[src/rtl/cluster_addr_map_ctrl.sv]
// rtl/cluster_addr_map_ctrl.sv - cluster address-map controller with drain-and-swap commit
// Optional drain timeout: define CLUSTER_ADDR_MAP_TIMEOUT_EN.
module cluster_addr_map_ctrl #(
    parameter int          NB_RULES        = 3,
    parameter int          NB_PORTS        = 4,
    parameter int          ADDR_WIDTH      = 64,
    parameter int          IDX_WIDTH       = 2,
    parameter int          MAX_OUTSTANDING = 16,
    parameter logic [31:0] TCDM_SIZE       = 32'h0001_0000,
    parameter int          DRAIN_TIMEOUT   = 1024
) (
    input  logic                           clk_i,
    input  logic                           rst_ni,
    input  logic [5:0]                     cluster_id_i,
    input  logic                           cfg_req_i,
    input  logic                           cfg_we_i,
    input  logic [7:0]                     cfg_addr_i,
    input  logic [31:0]                    cfg_wdata_i,
    output logic                           cfg_gnt_o,
    output logic                           cfg_rvalid_o,
    output logic [31:0]                    cfg_rdata_o,
    input  logic [NB_PORTS-1:0]            ax_issue_i,
    input  logic [NB_PORTS-1:0]            resp_done_i,
    output logic                           hold_o,
    output logic [NB_RULES*ADDR_WIDTH-1:0] map_start_o,
    output logic [NB_RULES*ADDR_WIDTH-1:0] map_end_o,
    output logic [NB_RULES*IDX_WIDTH-1:0]  map_idx_o,
    output logic [NB_RULES-1:0]            map_en_o,
    output logic [NB_PORTS-1:0]            ovf_o
);

    localparam int CW = $clog2(MAX_OUTSTANDING + 1);

    typedef enum logic [1:0] {ST_ACTIVE, ST_DRAIN, ST_SWAP} state_e;

    function automatic logic [31:0] rst_start(input int r);
        if (r == 1) return 32'h0020_0000;
        if (r == 2) return 32'h0040_0000;
        return 32'h0;
    endfunction

    function automatic logic [31:0] rst_end(input int r);
        if (r == 0) return TCDM_SIZE;
        if (r == 1) return 32'h0040_0000;
        if (r == 2) return 32'h1000_0000;
        return 32'h0;
    endfunction

    logic [31:0]          sh_start_q [NB_RULES];
    logic [31:0]          sh_end_q   [NB_RULES];
    logic [IDX_WIDTH-1:0] sh_idx_q   [NB_RULES];
    logic [NB_RULES-1:0]  sh_en_q;
    logic [31:0]          ac_start_q [NB_RULES];
    logic [31:0]          ac_end_q   [NB_RULES];
    logic [IDX_WIDTH-1:0] ac_idx_q   [NB_RULES];
    logic [NB_RULES-1:0]  ac_en_q;

    state_e               state_q;
    logic                 hold_q;
    logic                 pending_q;
    logic                 timeout_err;
    logic [CW-1:0]        cnt_q [NB_PORTS];
    logic [NB_PORTS-1:0]  ovf_q;
    logic                 rvalid_q;
    logic [31:0]          rdata_q;
    logic [31:0]          addr_ext;
    logic                 wr;
    logic                 commit_wr;
    logic                 idle;
    logic [31:0]          rd_val;
    logic [31:0]          base32;
    logic [ADDR_WIDTH-1:0] base_w;

`ifdef CLUSTER_ADDR_MAP_TIMEOUT_EN
    localparam int TW = $clog2(DRAIN_TIMEOUT + 1);
    localparam logic [TW-1:0] TMO_LAST = TW'(DRAIN_TIMEOUT - 1);
    logic [TW-1:0] tmo_q;
    logic          tmo_err_q;
    assign timeout_err = tmo_err_q;
`else
    assign timeout_err = 1'b0;
`endif

    assign addr_ext  = {24'b0, cfg_addr_i};
    assign wr        = cfg_req_i & cfg_we_i;
    assign commit_wr = wr && (addr_ext == 32'(4 * NB_RULES)) && cfg_wdata_i[0];
    assign cfg_gnt_o    = cfg_req_i;
    assign cfg_rvalid_o = rvalid_q;
    assign cfg_rdata_o  = rdata_q;
    assign hold_o       = hold_q;
    assign ovf_o        = ovf_q;
    assign map_en_o     = ac_en_q;

    always_comb begin
        idle = (ax_issue_i == '0);
        for (int p = 0; p < NB_PORTS; p++) begin
            if (cnt_q[p] != '0) idle = 1'b0;
        end
    end

    always_comb begin
        rd_val = '0;
        for (int r = 0; r < NB_RULES; r++) begin
            if (addr_ext == 32'(4 * r))     rd_val = sh_start_q[r];
            if (addr_ext == 32'(4 * r + 1)) rd_val = sh_end_q[r];
            if (addr_ext == 32'(4 * r + 2)) rd_val = {{(31 - IDX_WIDTH){1'b0}}, sh_idx_q[r], sh_en_q[r]};
        end
        if (addr_ext == 32'(4 * NB_RULES + 1))
            rd_val = {29'b0, pending_q, timeout_err, state_q != ST_ACTIVE};
    end

    // Map outputs are relative to a per-cluster base, re-added combinationally.
    assign base32 = 32'h1000_0000 + {4'b0, cluster_id_i, 22'b0};
    assign base_w = ADDR_WIDTH'(base32);

    always_comb begin
        map_start_o = '0;
        map_end_o   = '0;
        map_idx_o   = '0;
        for (int r = 0; r < NB_RULES; r++) begin
            map_start_o[r*ADDR_WIDTH +: ADDR_WIDTH] = base_w + ADDR_WIDTH'(ac_start_q[r]);
            map_end_o[r*ADDR_WIDTH +: ADDR_WIDTH]   = base_w + ADDR_WIDTH'(ac_end_q[r]);
            map_idx_o[r*IDX_WIDTH +: IDX_WIDTH]     = ac_idx_q[r];
        end
    end

    always_ff @(posedge clk_i or negedge rst_ni) begin
        if (!rst_ni) begin
            for (int r = 0; r < NB_RULES; r++) begin
                sh_start_q[r] <= rst_start(r);
                sh_end_q[r]   <= rst_end(r);
                sh_idx_q[r]   <= (r < 3) ? IDX_WIDTH'(r) : '0;
                sh_en_q[r]    <= (r < 3);
            end
        end else if (wr) begin
            for (int r = 0; r < NB_RULES; r++) begin
                if (addr_ext == 32'(4 * r))     sh_start_q[r] <= cfg_wdata_i;
                if (addr_ext == 32'(4 * r + 1)) sh_end_q[r]   <= cfg_wdata_i;
                if (addr_ext == 32'(4 * r + 2)) begin
                    sh_en_q[r]  <= cfg_wdata_i[0];
                    sh_idx_q[r] <= cfg_wdata_i[IDX_WIDTH:1];
                end
            end
        end
    end

    always_ff @(posedge clk_i or negedge rst_ni) begin
        if (!rst_ni) begin
            rvalid_q <= 1'b0;
            rdata_q  <= '0;
        end else begin
            rvalid_q <= cfg_req_i;
            if (cfg_req_i) rdata_q <= cfg_we_i ? '0 : rd_val;
        end
    end

    // Counters saturate at both ends; the sticky flag records the lost event.
    always_ff @(posedge clk_i or negedge rst_ni) begin
        if (!rst_ni) begin
            for (int p = 0; p < NB_PORTS; p++) cnt_q[p] <= '0;
            ovf_q <= '0;
        end else begin
            for (int p = 0; p < NB_PORTS; p++) begin
                case ({ax_issue_i[p], resp_done_i[p]})
                    2'b10: if (cnt_q[p] == CW'(MAX_OUTSTANDING)) ovf_q[p] <= 1'b1;
                           else cnt_q[p] <= cnt_q[p] + 1'b1;
                    2'b01: if (cnt_q[p] == '0) ovf_q[p] <= 1'b1;
                           else cnt_q[p] <= cnt_q[p] - 1'b1;
                    default: ;
                endcase
            end
        end
    end

    always_ff @(posedge clk_i or negedge rst_ni) begin
        if (!rst_ni) begin
            state_q   <= ST_ACTIVE;
            hold_q    <= 1'b0;
            pending_q <= 1'b0;
            for (int r = 0; r < NB_RULES; r++) begin
                ac_start_q[r] <= rst_start(r);
                ac_end_q[r]   <= rst_end(r);
                ac_idx_q[r]   <= (r < 3) ? IDX_WIDTH'(r) : '0;
                ac_en_q[r]    <= (r < 3);
            end
`ifdef CLUSTER_ADDR_MAP_TIMEOUT_EN
            tmo_q     <= '0;
            tmo_err_q <= 1'b0;
`endif
        end else begin
`ifdef CLUSTER_ADDR_MAP_TIMEOUT_EN
            if (commit_wr) tmo_err_q <= 1'b0;
`endif
            case (state_q)
                ST_ACTIVE: begin
                    if (commit_wr || pending_q) begin
                        state_q   <= ST_DRAIN;
                        hold_q    <= 1'b1;
                        pending_q <= 1'b0;
`ifdef CLUSTER_ADDR_MAP_TIMEOUT_EN
                        tmo_q     <= '0;
`endif
                    end
                end
                ST_DRAIN: begin
                    if (commit_wr) pending_q <= 1'b1;
                    if (idle) begin
                        state_q <= ST_SWAP;
                    end
`ifdef CLUSTER_ADDR_MAP_TIMEOUT_EN
                    else if (tmo_q == TMO_LAST) begin
                        state_q   <= ST_ACTIVE;
                        hold_q    <= 1'b0;
                        pending_q <= 1'b0;
                        tmo_err_q <= 1'b1;
                    end else begin
                        tmo_q <= tmo_q + 1'b1;
                    end
`endif
                end
                ST_SWAP: begin
                    if (commit_wr) pending_q <= 1'b1;
                    for (int r = 0; r < NB_RULES; r++) begin
                        ac_start_q[r] <= sh_start_q[r];
                        ac_end_q[r]   <= sh_end_q[r];
                        ac_idx_q[r]   <= sh_idx_q[r];
                        ac_en_q[r]    <= sh_en_q[r];
                    end
                    state_q <= ST_ACTIVE;
                    hold_q  <= 1'b0;
                end
                default: begin
                    state_q <= ST_ACTIVE;
                    hold_q  <= 1'b0;
                end
            endcase
        end
    end

endmodule

[config.mk]
export PLATFORM = sky130hd
export DESIGN_NAME = cluster_addr_map_ctrl
export DESIGN_NICKNAME = d
export VERILOG_FILES = /design/src/rtl/cluster_addr_map_ctrl.sv
export SDC_FILE = /design/constraint.sdc
export NUM_CORES = 1
export LEC_CHECK = 0
export ABC_AREA = 1
export ABC_CLOCK_PERIOD_IN_PS = 2700
export BUFFER_PORTS_ARGS = -buffer_cell sky130_fd_sc_hd__buf_2
export CAP_MARGIN = 20
export CORE_UTILIZATION = 30
export DETAILED_ROUTE_END_ITERATION = 8
export SYNTH_ARGS = -nofsm -noshare
export SYNTH_HDL_FRONTEND = slang
export SYNTH_SLANG_ARGS = --single-unit
[constraint.sdc]
create_clock -name clk_i -period 2.7 [get_ports clk_i]
set_clock_uncertainty 0.2 [all_clocks]
set_input_delay 0.54 -clock clk_i [delete_from_list [all_inputs] [get_ports clk_i]]
set_output_delay 0.54 -clock clk_i [all_outputs]
set_load 0.005 [all_outputs]
Word-level counts from Yosys, hierarchy flattened
Index checks and enable logic that the tools add are counted.
{"block": "classes", "add_sub_neg": 15, "n_eq_ne": 43, "n_mux": 47, "bitwise_logic": 2, "reduce_logical": 41}
{"cell": "32-bit 2-to-1 mux", "n": 11}
{"cell": "30-bit by 32-bit adder with 33-bit output", "n": 6}
{"cell": "8-bit by 4-bit equality test with 1-bit output, second input constant", "n": 5}
{"cell": "5-bit 2-to-1 mux", "n": 8}
{"cell": "5-bit one-hot mux with 2 select lines", "n": 4}
{"cell": "2-bit inequality test, second input constant", "n": 18}
{"cell": "32-bit logical NOT", "n": 1}
{"cell": "29-bit by 28-bit adder with 30-bit output, first input constant", "n": 1}
{"cell": "3-bit AND reduction", "n": 9}
{"cell": "8-bit by 3-bit equality test with 1-bit output, second input constant", "n": 3}
{"cell": "2-bit AND reduction", "n": 11}
{"cell": "5-bit by 1-bit adder with 5-bit output, second input constant", "n": 4}
{"cell": "5-bit equality test, second input constant", "n": 4}
{"cell": "5-bit logical NOT", "n": 4}
{"cell": "5-bit nonzero test", "n": 4}
{"cell": "5-bit by 1-bit subtractor with 5-bit output, second input constant", "n": 4}
{"cell": "1-bit 2-to-1 mux", "n": 15}
{"cell": "1-bit one-hot mux with 2 select lines", "n": 6}
{"cell": "2-bit nonzero test", "n": 6}
{"cell": "2-bit by 1-bit equality test with 1-bit output, second input constant", "n": 5}
{"cell": "2-bit equality test, second input constant", "n": 5}
{"cell": "8-bit by 1-bit equality test with 1-bit output, second input constant", "n": 1}
{"cell": "8-bit by 2-bit equality test with 1-bit output, second input constant", "n": 1}
{"cell": "4-bit logical NOT", "n": 1}
{"cell": "9 further kinds", "n": 11}
{"block": "totals", "register_bits": 463, "in_bits": 58, "out_inout_bits": 432, "wordCells": 183}

Logic depth before layout (Yosys ltp)
Gate-level depths: netlist of the first run.
{"block": "depth", "word_depth": 12, "mapped_depth": 14, "ltp_nobuf": 14}

Least setup slack after synthesis of the first run
No wires, ideal clock.
{"block": "synth_timing", "path_type": "input port to output port", "from": "input port cluster_id_i[1]", "to": "output port map_end_o[94]", "t_arrival_ns": 2.015, "slack_ns": -0.055, "stages": 9, "path_buffers": 0, "path_cell_list": "inv_1 > fa_1 > o21ai_0 > nand2_1 > inv_1 > o21a_1 > nor2_1 > a21oi_1 > xor2_1"}
{"block": "synth_via", "elab_chain_cells": 2}
{"element": "from (decl)", "line_no": "14", "source": "input logic [5:0] cluster_id_i,"}
{"element": "29-bit by 28-bit adder with 30-bit output", "line_no": "113", "source": "assign base32 = 32'h1000_0000 + {4'b0, cluster_id_i, 22'b0};"}
{"element": "30-bit by 32-bit adder with 33-bit output", "line_no": "122", "source": "map_end_o[r*ADDR_WIDTH +: ADDR_WIDTH] = base_w + ADDR_WIDTH'(ac_end_q[r]);"}
{"element": "to (decl)", "line_no": "26", "source": "output logic [NB_RULES*ADDR_WIDTH-1:0] map_end_o,"}
No other way between the ends.

Worst setup path after layout of the first run
{"block": "layout_timing", "from": "register ac_end_q[54] (netlist bit)", "to": "output port map_end_o[94]"}
{"block": "layout_via", "elab_chain_cells": 1}
{"element": "from (decl)", "line_no": "54", "source": "logic [31:0] ac_end_q [NB_RULES];"}
{"element": "from (signal, indexed assignment)", "line_no": "182", "source": "ac_end_q[r] <= rst_end(r);"}
{"element": "from (signal, indexed assignment)", "line_no": "225", "source": "ac_end_q[r] <= sh_end_q[r];"}
{"element": "30-bit by 32-bit adder with 33-bit output", "line_no": "122"}
No other way between the ends.

==> results of run 1 <==
==> cells by family after synthesis <==
family | share of synthesized area, %
AO/OA/AOI/OAI | 11.98
AND/OR/NAND/NOR | 11.50
multiplexers | 4.972
other | 0.01592
adder cells (fa/ha/maj) | 3.984
XOR/XNOR | 2.454
flip-flops | 49.29
buffers and inverters | 15.81
==> worst max-delay path, stage by stage, from the launching register on <==
cell	delay [ps]
dfstp_2	550
ha_4	130
inv_2	40
fa_2	350
o21ai_2	170
nand2_1	60
inv_1	80
o21a_1	120
nor2_2	50
a21oi_2	190
xor2_1	150
buf_2	130
==> sequential cells by signal (all words and copies together) (netlist names), 6 cells and up <==
signal,flops
sh_idx_q,6
ac_end_q,96
ac_start_q,96
sh_end_q,96
cfg_rdata_o,32
sh_start_q,96
cnt_q,20
map_idx_o,6
==> worst min-delay path by stage <==
stage	start	depth (start not counted)	slack, ps	end
after floorplan	rst_ni	0	40	ac_end_q[0]
after global placement	ovf_o[2]	1	260	ovf_o[2]
after detailed placement	ovf_o[2]	1	260	ovf_o[2]
after CTS	resp_done_i[0]	3	30	ovf_o[0]
after global routing	resp_done_i[0]	3	60	ovf_o[0]
final	resp_done_i[0]	3	60	ovf_o[0]
==> per-stage QoR <==
step	utilization, %	TNS (ps)
3_3_place_gp	33.00	-10170
6_report	36.33	-13820
3_5_place_dp	33.00	-11150
2_1_floorplan	-	-18.79
4_1_cts	36.07	-16280
5_1_grt	36.33	-20580
==> cells in the final DEF, fill, tap and decap left out, types with 6 or more instances in the layout <==
master	count
dfrtp_1	443
o211ai_1	10
nand2_2	11
inv_1	206
buf_4	114
nand3_2	7
ha_4	13
clkinv_2	8
nor2_4	7
nand3_1	27
a32o_1	12
mux2_2	104
nand4_1	6
a21oi_2	6
clkbuf_1	13
conb_1	186
o21ai_2	9
nand2_1	438
o21ai_1	66
clkbuf_8	11
dfstp_2	20
nor2_1	125
nand2_4	11
buf_2	300
nor3_2	6
ha_1	43
inv_2	22
o21ai_0	240
clkbuf_16	53
xor2_1	49
nor2_2	8
xnor2_2	7
buf_6	26
buf_12	26
fa_2	6
a21oi_1	163
==> metal layers <==
| layer | share of wire (%) | wire (um) | track usage (%) |
|---|---|---|---|
| met5 | 0 | 0 | 0 |
| met2 | 48 | 33940 | 29.09 |
| met4 | 2.6 | 1854 | 5.225 |
| met3 | 5.5 | 3890 | 2.717 |
| met1 | 44 | 30750 | 23.09 |
==> timing repair <==
action,in CTS,in global routing
hold buffers,2,0
hold endpoints to repair,40,0
pin swaps,53,44
gates resized for setup,118,44
setup buffers,36,13
endpoints found under the setup margin,55,56
==> report_power, final <==
| part | internal, mW | switching [mW] | total, mW |
|---|---|---|---|
| logic | 2.84 | 3.22 | 6.06 |
| clock network | 4.10 | 2.91 | 7.01 |
| registers | 8.04 | 0.766 | 8.81 |
==> layout make-up <==
cell class                 instances  area share, %
sequential                       463          41.19
timing repair buffer             469          11.37
tap                             1040          4.616
clock inverter                    17         0.5548
clock buffer                      77          5.415
antenna                            1       0.008877
inverter                         232          3.125
multi-input combinational       1616          33.72
==> summary.md, run 1 <==
| Metric | Value |
|---|---|
| Status | `finished with violations` |
| Failing checks | `negative setup slack` |
| Crit path kind | `reg2out` |
| Ys Warns | `0` |
| Drt pass-1 iters | `5` |
| Cell Pwr Density | `775.9 nW/um2` |
| Clock sinks | `463` |
| Non-Filler Instances | `3915` |
| Flops & latches, synth | `about 460` |
| Die width | `~280 um` |
| Register area share after synthesis | `between 40% and 50%` |
| Bufs on Longest Clock Path | `3` |
| Critical Path End Type | `output pin` |
| Mean Syn Cell Area | `9.285 um2` |
| Std-Cell Rows | `102` |
| DRT antenna net count | `0` |
| FF-to-FF setup slack | `740 ps` |
| Fill cells | `between 7000 and 8000` |
| Initial antenna violation count | `2` |
| Final Max Tran Viols | `0` |
| Port bufs | `303` |
| Initial Util | `between 30% and 40%` |
| Vias per inst | `roughly 4.5` |
| FF-to-FF Start | `cnt_q[16]` |
| Share of layout cells above drive strength 1 | `approximately 28%` |
| # IOs | `just under 500` |
| Final hold slack | `60.73 ps` |
| Critical R2R Capture | `state_q[0]` |
| Max cap viols | `0` |
| Worst slew margin | `61.84%` |
| Worst-margin pin slew | `about 570 ps` |
| Final GP Congestion | `~0.89` |
| First-pass GRT wire length | `between 100000 and 150000 um` |
| Ys flop type | `dfrtp_1` |
| Most frequent cell after synthesis | `nand2_1` |
| Arr. time, crit path | `2580 ps` |
| Fraction of registers with async set or reset after synthesis | `between 90% and 100%` |
| VDD IR max | `0.4052 mV` |
| Startpoint types | `register` |
| Hold Path Class | `in2reg` |
| Fmax | `roughly 300 MHz` |
| Yosys cell types | `45` |
| Die H | `282.2 um` |
| Post-synth top area share | `a little under half` |
| CTS tree | `yes` |
| Worst endpoint required time | `just under 2000 ps` |
| Core box area | `between 70000 and 80000 um2` |
| CTS Root Cell | `clkbuf_16` |
| # nets final | `2961` |
| DR DRC count | `0` |
| Post-synth top area cell | `dfrtp_1` |
| Via count | `approximately 17000` |
| Post-route design area | `between 20000 and 30000 um2` |
| Crit path max fanout | `2` |
| Setup crit start | `ac_end_q[54]` |
| Final worst setup slack | `-624.5 ps` |
| Iteration-0 DRC Markers | `1278` |
| Cells after DPL | `roughly 3800` |
| Syn Std Cell Area | `23560 um2` |
| Htree depth | `2` |
| FF/Latch Area | `11610 um2` |
| DP HPWL | `between 50000 and 60000 um` |
| Setup Viol. Count Final | `50` |
| GRT Overall Usage | `17.39%` |
| Total chip power | `~22 mW` |
| CTS buffer count | `52` |
| Reg2Reg Depth | `6` |
| Pin count of the biggest net entering global routing | `77` |
| Dpl ws | `-495.6 ps` |
| Number of global-route vias before repair | `around 17000` |
| Post-Syn Instances | `~2500` |
| CTS clk-pin slew, worst paths | `approximately 60 ps` |
| Post-Place Cell Area | `about 26000 um2` |
| Final Hold Vio Count | `0` |
| Area of the multi-input gates | `about 9500 um2` |
| Tmin final | `approximately 3300 ps` |
| Clock Latency Late Sink | `just under 600 ps` |
| Setup crit end | `map_end_o[94]` |
| Top cells by count, synth | `451 x nand2_1, 443 x dfrtp_1, 324 x buf_4` |
| P&R area growth vs syn | `19.67%` |
| Post-synth EDFFs | `0` |
| Crit share post-route | `123.1%` |
| LEAKAGE | `approximately 14 nW` |
| Area contributors post-synth | `dfrtp_1 47%, buf_4 10%, nand2_1 7.2%` |
| RSZ-0062 raised after global routing | `yes` |
| GRT overflow | `0` |
| Die area | `about 80000 um2` |
| Routed WL per cell | `around 18 um` |
| Final Routed Wirelength | `approximately 70000 um` |
(Power assumes the default switching activity.)
==> inputs of run 2 (changes only) <==
--- a/config.mk
+++ b/config.mk
@@ -11,6 +11,7 @@
 export CAP_MARGIN = 20
 export CORE_UTILIZATION = 30
 export DETAILED_ROUTE_END_ITERATION = 8
+export PLACE_DENSITY_LB_ADDON = 0.2
 export SYNTH_ARGS = -nofsm -noshare
 export SYNTH_HDL_FRONTEND = slang
 export SYNTH_SLANG_ARGS = --single-unit
==> run 2 against run 1 <==
Effect of this change:
- the flow still finishes with violations (negative setup slack)
- sequential power is 0.5% higher
- combinational power hardly changed
- critical endpoint is now map_end_o[96]
- via count is 0.94% higher
- cell count is 0.10% higher
- core utilization is 0.16 points higher
==> summary.md, run 2 (synthesis results as in run 1) <==
| Metric | Value |
|---|---|
| Startpoint types | `register` |
| CTS Root Cell | `clkbuf_16` |
| Hold depth | `3 (unchanged)` |
| P&R area growth vs syn | `20.18%` |
| DP HPWL | `53220 um (+5.1%)` |
| FF/Latch Area | `11610 um2 (about the same)` |
| # nets final | `2961 (unchanged)` |
| DR WL met3 | `3723 um (-4.3%)` |
| Post-Place Cell Area | `25630 um2 (about the same)` |
| DR WL met2 | `36420 um (+7.3%)` |
| Final GP Congestion | `0.8580 (-3.4%)` |
| Worst slew margin | `58.14% (-3.7 points)` |
| Fill cells | `7919 (-0.076%)` |
| Final Hold Vio Count | `0 (unchanged)` |
| Clock Latency Late Sink | `600 ps (about the same)` |
| Highest Signal Layer | `met5` |
| Commonest non-fill, non-tap cell in the layout | `dfrtp_1` |
| Reg2Reg Depth | `4 (-2)` |
| Die width | `282.2 um (unchanged)` |
| Max cap viols | `0 (unchanged)` |
| WL met1 | `32210 um (+4.7%)` |
| DR DRC count | `0 (unchanged)` |
| Final Max Tran Viols | `0 (unchanged)` |
| Crit share post-route | `122.0% (-1.1 points)` |
| Critical Path End Type | `output pin` |
| Tmin final | `3294 ps (-30.79 ps)` |
| Most frequent cells in the layout | `442 x dfrtp_1, 437 x nand2_1, 299 x buf_2` |
| Die area | `79650 um2 (unchanged)` |
| VDD IR max | `0.4876 mV (+20%)` |
| Vias per inst | `4.498 (+0.84%)` |
| N_diodes | `0 (-1)` |
| Post-route design area | `28310 um2 (+0.43%)` |
| Drt pass-1 iters | `5 (unchanged)` |
| DRT antenna net count | `0 (unchanged)` |
| GRT overflow | `0 (unchanged)` |
| Die H | `282.2 um (unchanged)` |
| CTS clk-pin slew, worst paths | `60 ps (about the same)` |
| Port bufs | `303 (unchanged)` |
| Iteration-0 DRC Markers | `1131 (-12%)` |
| Share of layout cells above drive strength 1 | `28.66% (+0.44 points)` |
| # IOs | `490 (unchanged)` |
| CTS buffer count | `54 (+3.8%)` |
| Worst-margin pin slew | `627.9 ps (+55.46 ps)` |
| Area of the multi-input gates | `9512 um2 (about the same)` |
| Routed WL per cell | `19.00 um (+5.6%)` |
| Dpl ws | `-534.0 ps (-38.40 ps)` |
| Initial antenna violation count | `2 (unchanged)` |
| Bufs on Longest Clock Path | `3 (unchanged)` |
| Arr. time, crit path | `2550 ps (-30 ps)` |
| Crit path max fanout | `2 (unchanged)` |
| Hold Path Class | `in2reg` |
| Cell Pwr Density | `791.8 nW/um2 (+2.0%)` |
| Htree depth | `2 (unchanged)` |
| CTS tree | `yes` |
| LEAKAGE | `14.26 nW (+0.45%)` |
| Initial Util | `30.36% (unchanged)` |
| Via count | `17630 (+0.94%)` |
| Final Routed Wirelength | `74460 um (+5.7%)` |
| Clock sinks | `463 (unchanged)` |
| Pin count of the biggest net entering global routing | `60 (-22%)` |
| Status | `finished with violations` |
| Crit path kind | `reg2out` |
| First-pass GRT wire length | `109500 um (+5.4%)` |
| Number of global-route vias before repair | `17280 (+2.9%)` |
| Worst endpoint required time | `1960 ps (about the same)` |
| GRT Overall Usage | `18.42% (+1.0 points)` |
| Final worst setup slack | `-593.7 ps (+30.79 ps)` |
| RSZ-0062 raised after global routing | `yes` |
| Setup Viol. Count Final | `54 (+8.0%)` |
| Fmax | `303.6 MHz (+0.93%)` |
| Std-Cell Rows | `102 (unchanged)` |
| Core box area | `77590 um2 (unchanged)` |
| Failing checks | `negative setup slack` |
==> run 2: final timing paths <==
check,end,startpoint,slack [ps]
setup / recovery,map_end_o[96],ac_end_q[54],-590
hold / removal,ovf_o[3],resp_done_i[3],50
setup reg to reg,ac_end_q[70],state_q[0],640
hold reg to reg,cfg_rdata_o[3],cfg_rdata_o[3],280
max in group asynchronous,sh_start_q[53],rst_ni,1220
min in group asynchronous,ac_end_q[30],rst_ni,280
==> run 2: critical path, cell delays in order, from the launching register on <==
cell	delay [ps]
dfstp_2	550
ha_4	120
inv_2	40
fa_2	350
o21ai_2	140
nand2_1	80
inv_2	60
o21a_1	120
nor2_2	50
a21oi_2	150
nand2_1	70
nor2_1	110
buf_2	120
==> run 2: what timing repair did <==
action,CTS,global route
hold endpoints to repair,31,0
setup endpoints to repair,56,58
hold buffers,2,0
gates resized for setup,121,48
pin swaps,45,51
buffers inserted,33,9
==> run 2: where the power goes <==
part	internal (mW)	total, mW	switching [mW]
combinational	2.79	6.05	3.27
clock	4.46	7.51	3.05
sequential	8.04	8.85	0.811
==> run 2: final cells by class <==
cell class	count	area share, %
multi-input cells	1616	33.60
well taps	1040	4.596
clock buffers	72	5.405
inverters	232	3.111
flip-flops and latches	463	41.02
repair buffers	467	11.25
clock inverters	29	1.025
==> run 2: metrics by stage <==
stage / power, mW / TNS (ps) / hold WS [ps] / std cells / utilization (%)
after floorplan: 12.68 / -18.79 / 44.41 / 2722 / -
after global placement: 14.43 / -11800 / 255.2 / 3796 / 33.03
after detailed placement: 14.58 / -13400 / 265.8 / 3796 / 33.03
after CTS: 22.64 / -20190 / 16.06 / 3920 / 36.25
after global routing: 23.81 / -23940 / 38.84 / 3919 / 36.49
final: 22.42 / -17560 / 52.26 / 3919 / 36.49
==> run 2: routing by layer <==
layer	global-route usage (%)	up-vias
li1	-	8314
met1	23.86	8684
met2	31.27	525
met3	3.130	103
met4	5.627	2
met5	0	-
==> inputs of run 3 (changes only) <==
--- a/config.mk
+++ b/config.mk
@@ -5,11 +5,10 @@
 export SDC_FILE = /design/constraint.sdc
 export NUM_CORES = 1
 export LEC_CHECK = 0
-export ABC_AREA = 1
 export ABC_CLOCK_PERIOD_IN_PS = 2700
 export BUFFER_PORTS_ARGS = -buffer_cell sky130_fd_sc_hd__buf_2
 export CAP_MARGIN = 20
-export CORE_UTILIZATION = 30
+export CORE_UTILIZATION = 48
 export DETAILED_ROUTE_END_ITERATION = 8
 export PLACE_DENSITY_LB_ADDON = 0.2
 export SYNTH_ARGS = -nofsm -noshare
==> run 3 against run 2 <==
Effect of this change:
- the flow still finishes with violations (negative setup slack)
- sequential cell count is the same
- synthesized area rose by 2.7%
- synthesized cell count is 19% lower
- die area decreased by 36%
- sequential power decreased by 16%
- largest power group unchanged
==> summary.md, run 3 <==
| Metric | Value |
|---|---|
| # IOs | `490 (unchanged)` |
| LEAKAGE | `14.46 nW (+1.4%)` |
| Post-synth EDFFs | `0 (unchanged)` |
| Final worst setup slack | `-622.7 ps (-28.99 ps)` |
| CTS clk-pin slew, worst paths | `60 ps (about the same)` |
| Initial Util | `48.99% (+19 points)` |
| Die width | `226.5 um (-20%)` |
| VDD IR max | `0.4586 mV (-5.9%)` |
| Routed WL per cell | `20.93 um (+10%)` |
| Adder-cell area share of the yosys netlist | `3.881% (-0.10 points)` |
| Clock power share | `43.1% (+9.6 points)` |
| Most frequent cells in the layout | `443 x dfrtp_1, 419 x mux2_2, 299 x buf_2` |
| Post-synth top area cell | `dfrtp_1` |
| Syn Std Cell Area | `24180 um2 (+2.7%)` |
| Final Util | `56.72% (+20 points)` |
| Ys Warns | `0 (unchanged)` |
| Startpoint types | `register` |
| Final Routed Wirelength | `63700 um (-14%)` |
| Worst endpoint required time | `1960 ps (about the same)` |
| Std-Cell Rows | `81 (-21%)` |
| Die area | `51280 um2 (-36%)` |
| Dpl ws | `-534.4 ps (-0.3370 ps)` |
| Synth Area in Compound Gates | `9.463% (-2.5 points)` |
| Initial antenna violation count | `6 (+4)` |
| Mean Syn Cell Area | `11.74 um2 (+26%)` |
| Share of layout cells above drive strength 1 | `44.51% (+16 points)` |
| Number of global-route vias before repair | `16450 (-4.8%)` |
| First-pass GRT wire length | `96920 um (-12%)` |
| Commonest non-fill, non-tap cell in the layout | `dfrtp_1` |
| Tmin final | `3323 ps (+28.99 ps)` |
| Hold Path Class | `in2reg` |
| Max cap viols | `0 (unchanged)` |
| Setup Viol. Count Final | `54 (unchanged)` |
| Xor/xnor share of the synthesized area | `1.666% (-0.79 points)` |
| Fill cells | `4162 (-47%)` |
| Top cells by count, synth | `443 x dfrtp_1, 419 x mux2_2, 319 x buf_4` |
| DRT antenna net count | `0 (unchanged)` |
| Core box area | `49360 um2 (-36%)` |
| Arr. time, crit path | `2580 ps (+30 ps)` |
| Critical Path End Type | `output pin` |
| Iteration-0 DRC Markers | `910 (-20%)` |
| Die H | `226.5 um (-20%)` |
| Crit share post-route | `123.1% (+1.1 points)` |
| Final Max Tran Viols | `0 (unchanged)` |
| Combinational share of power | `10.4% (-17 points)` |
| Post-Place Cell Area | `25780 um2 (+0.58%)` |
| Post-route design area | `28000 um2 (-1.1%)` |
| Pin count of the biggest net entering global routing | `76 (+27%)` |
| Final GP Congestion | `0.8746 (+1.9%)` |
| RSZ-0062 raised after global routing | `yes` |
| Cell-internal power | `11.96 mW (-22%)` |
| Fmax | `301.0 MHz (-0.87%)` |
| Register area share after synthesis | `48.02% (-1.3 points)` |
| Failing checks | `negative setup slack` |
| Drt pass-1 iters | `5 (unchanged)` |
| Worst-margin pin slew | `570.8 ps (-57.08 ps)` |
| Sequential power share | `46.5% (+7.0 points)` |
| Fraction of registers with async set or reset after synthesis | `100.0% (unchanged)` |
| Flops & latches, synth | `463 (unchanged)` |
| Synth Area in Simple Gates | `4.600% (-6.9 points)` |
| N_diodes | `0 (unchanged)` |
| Status | `finished with violations` |
| Post-synth top area share | `45.84% (-1.2 points)` |
| Most frequent cell after synthesis | `dfrtp_1` |
| Switch share | `25.32% (-6.5 points)` |
| Crit path kind | `reg2out` |
| Post-Syn Instances | `2060 (-19%)` |
| Final Hold Vio Count | `0 (unchanged)` |
| Mux contribution to synthesized area | `19.69% (+15 points)` |
| # nets final | `2466 (-17%)` |
| Cell Pwr Density | `571.9 nW/um2 (-28%)` |
| Clock Latency Late Sink | `600 ps (about the same)` |
| Vias per inst | `5.364 (+19%)` |
| Main combinational cell family by area after synthesis | `multiplexers` |
| Worst slew margin | `61.60% (+3.5 points)` |
| DP HPWL | `45220 um (-15%)` |
| Bufs on Longest Clock Path | `3 (unchanged)` |
| Ys flop type | `dfrtp_1` |
| DR DRC count | `0 (unchanged)` |
| Clock sinks | `463 (unchanged)` |
| Sw Pwr | `4.055 mW (-43%)` |
| CTS Root Cell | `clkbuf_16` |
| Area contributors post-synth | `dfrtp_1 46%, mux2_2 20%, buf_4 9.9%` |
| Crit path max fanout | `3 (+1)` |
| P&R area growth vs syn | `15.77%` |
| GRT Overall Usage | `24.90% (+6.5 points)` |
| Via count | `16320 (-7.4%)` |
| CTS tree | `yes` |
| Htree depth | `2 (unchanged)` |
| CTS buffer count | `49 (-9.3%)` |
| Port bufs | `303 (unchanged)` |
| GRT overflow | `0 (unchanged)` |
| Yosys cell types | `59 (+31%)` |
-- run 3: cell types whose count changed after synthesis, sizes merged, moves of 30 or more --
cell	change
o21a	+41
o21ai	-269
inv	-160
xor2	-44
nand2	-391
o2bb2ai	+30
nor2	-74
mux2	+317
o22ai	+83
a21oi	-133
-- run 3: worst max-delay path: stages (launching register included) --
cell,delay [ps]
dfrtp_1,440
ha_4,200
inv_2,50
fa_2,210
nor2b_2,50
o21ai_2,140
a21boi_2,100
buf_4,140
or4_1,390
o2111ai_1,110
buf_2,150
-- run 3: final timing paths --
check,end,slack (ps),from,cells past startpoint
worst max register to register,ac_end_q[35],660,state_q[0],4
min in group asynchronous,ac_start_q[48],240,rst_ni,2
worst min register to register,ovf_o[3],270,ovf_o[3],1
max in group asynchronous,sh_en_q[0],1250,rst_ni,3
worst min-delay path,sh_end_q[77],50,cfg_wdata_i[13],2
worst max-delay path,map_start_o[94],-620,ac_start_q[54],10
-- run 3: cell families (layout without fill, tap and decap cells) --
logic type	count (synthesis)	in the layout
AOI/OAI and AO/OA	336	336
xor gates and xnor gates	46	46
adders and majority gates	69	69
buffers and inverters	485	619
DFF	463	463
muxes	423	423
other	1	186
and+or+nand+nor	237	237
-- run 3: power groups by stage --
stage / clock (mW) / combinational (mW) / sequential [mW]
floorplan: 0 / 1.22 / 7.49
finish: 6.90 / 1.66 / 7.45
detailed placement: 0 / 1.64 / 7.57
global placement: 0 / 1.57 / 7.55
global route: 7.32 / 1.90 / 7.49
CTS: 7.05 / 1.66 / 7.45
-- run 3: per-stage QoR --
step	cells	setup TNS, ps	hold WS (ps)	power [mW]
5_1_grt	3043	-25170	44.41	16.70
6_report	3043	-19570	50.44	16.01
3_3_place_gp	2931	-11730	257.1	9.122
4_1_cts	3034	-20270	21.96	16.16
3_5_place_dp	2931	-12790	263.0	9.211
2_1_floorplan	2245	-238.0	44.41	8.712
-- run 3: timing repair --
action | CTS | global route
hold endpoints to repair | 39 | 0
setup buffers | 11 | 15
hold buffers | 1 | 0
endpoints found under the setup margin | 56 | 59
gates resized for setup | 62 | 43
pin swaps | 40 | 40
-- run 3: metal layers --
layer / routed length [um] / global-route usage, % / vias to the layer above
met5: 74 / 0 / -
met2: 30970 / 40.79 / 512
met1: 27130 / 32.71 / 8320
met4: 1750 / 8.391 / 12
li1: - / - / 7357
met3: 3776 / 5.326 / 123
-- run 3: cell type report --
cell class | count | area (um2) | share of cell area, %
Sequential cell | 463 | 11610 | 41.47
Multi-Input combinational cell | 1297 | 10600 | 37.87
Timing Repair Buffer | 456 | 3044 | 10.87
Clock buffer | 69 | 1373 | 4.903
Tap cell | 664 | 830.8 | 2.968
Inverter | 72 | 270.3 | 0.9654
Clock inverter | 22 | 264.0 | 0.9430
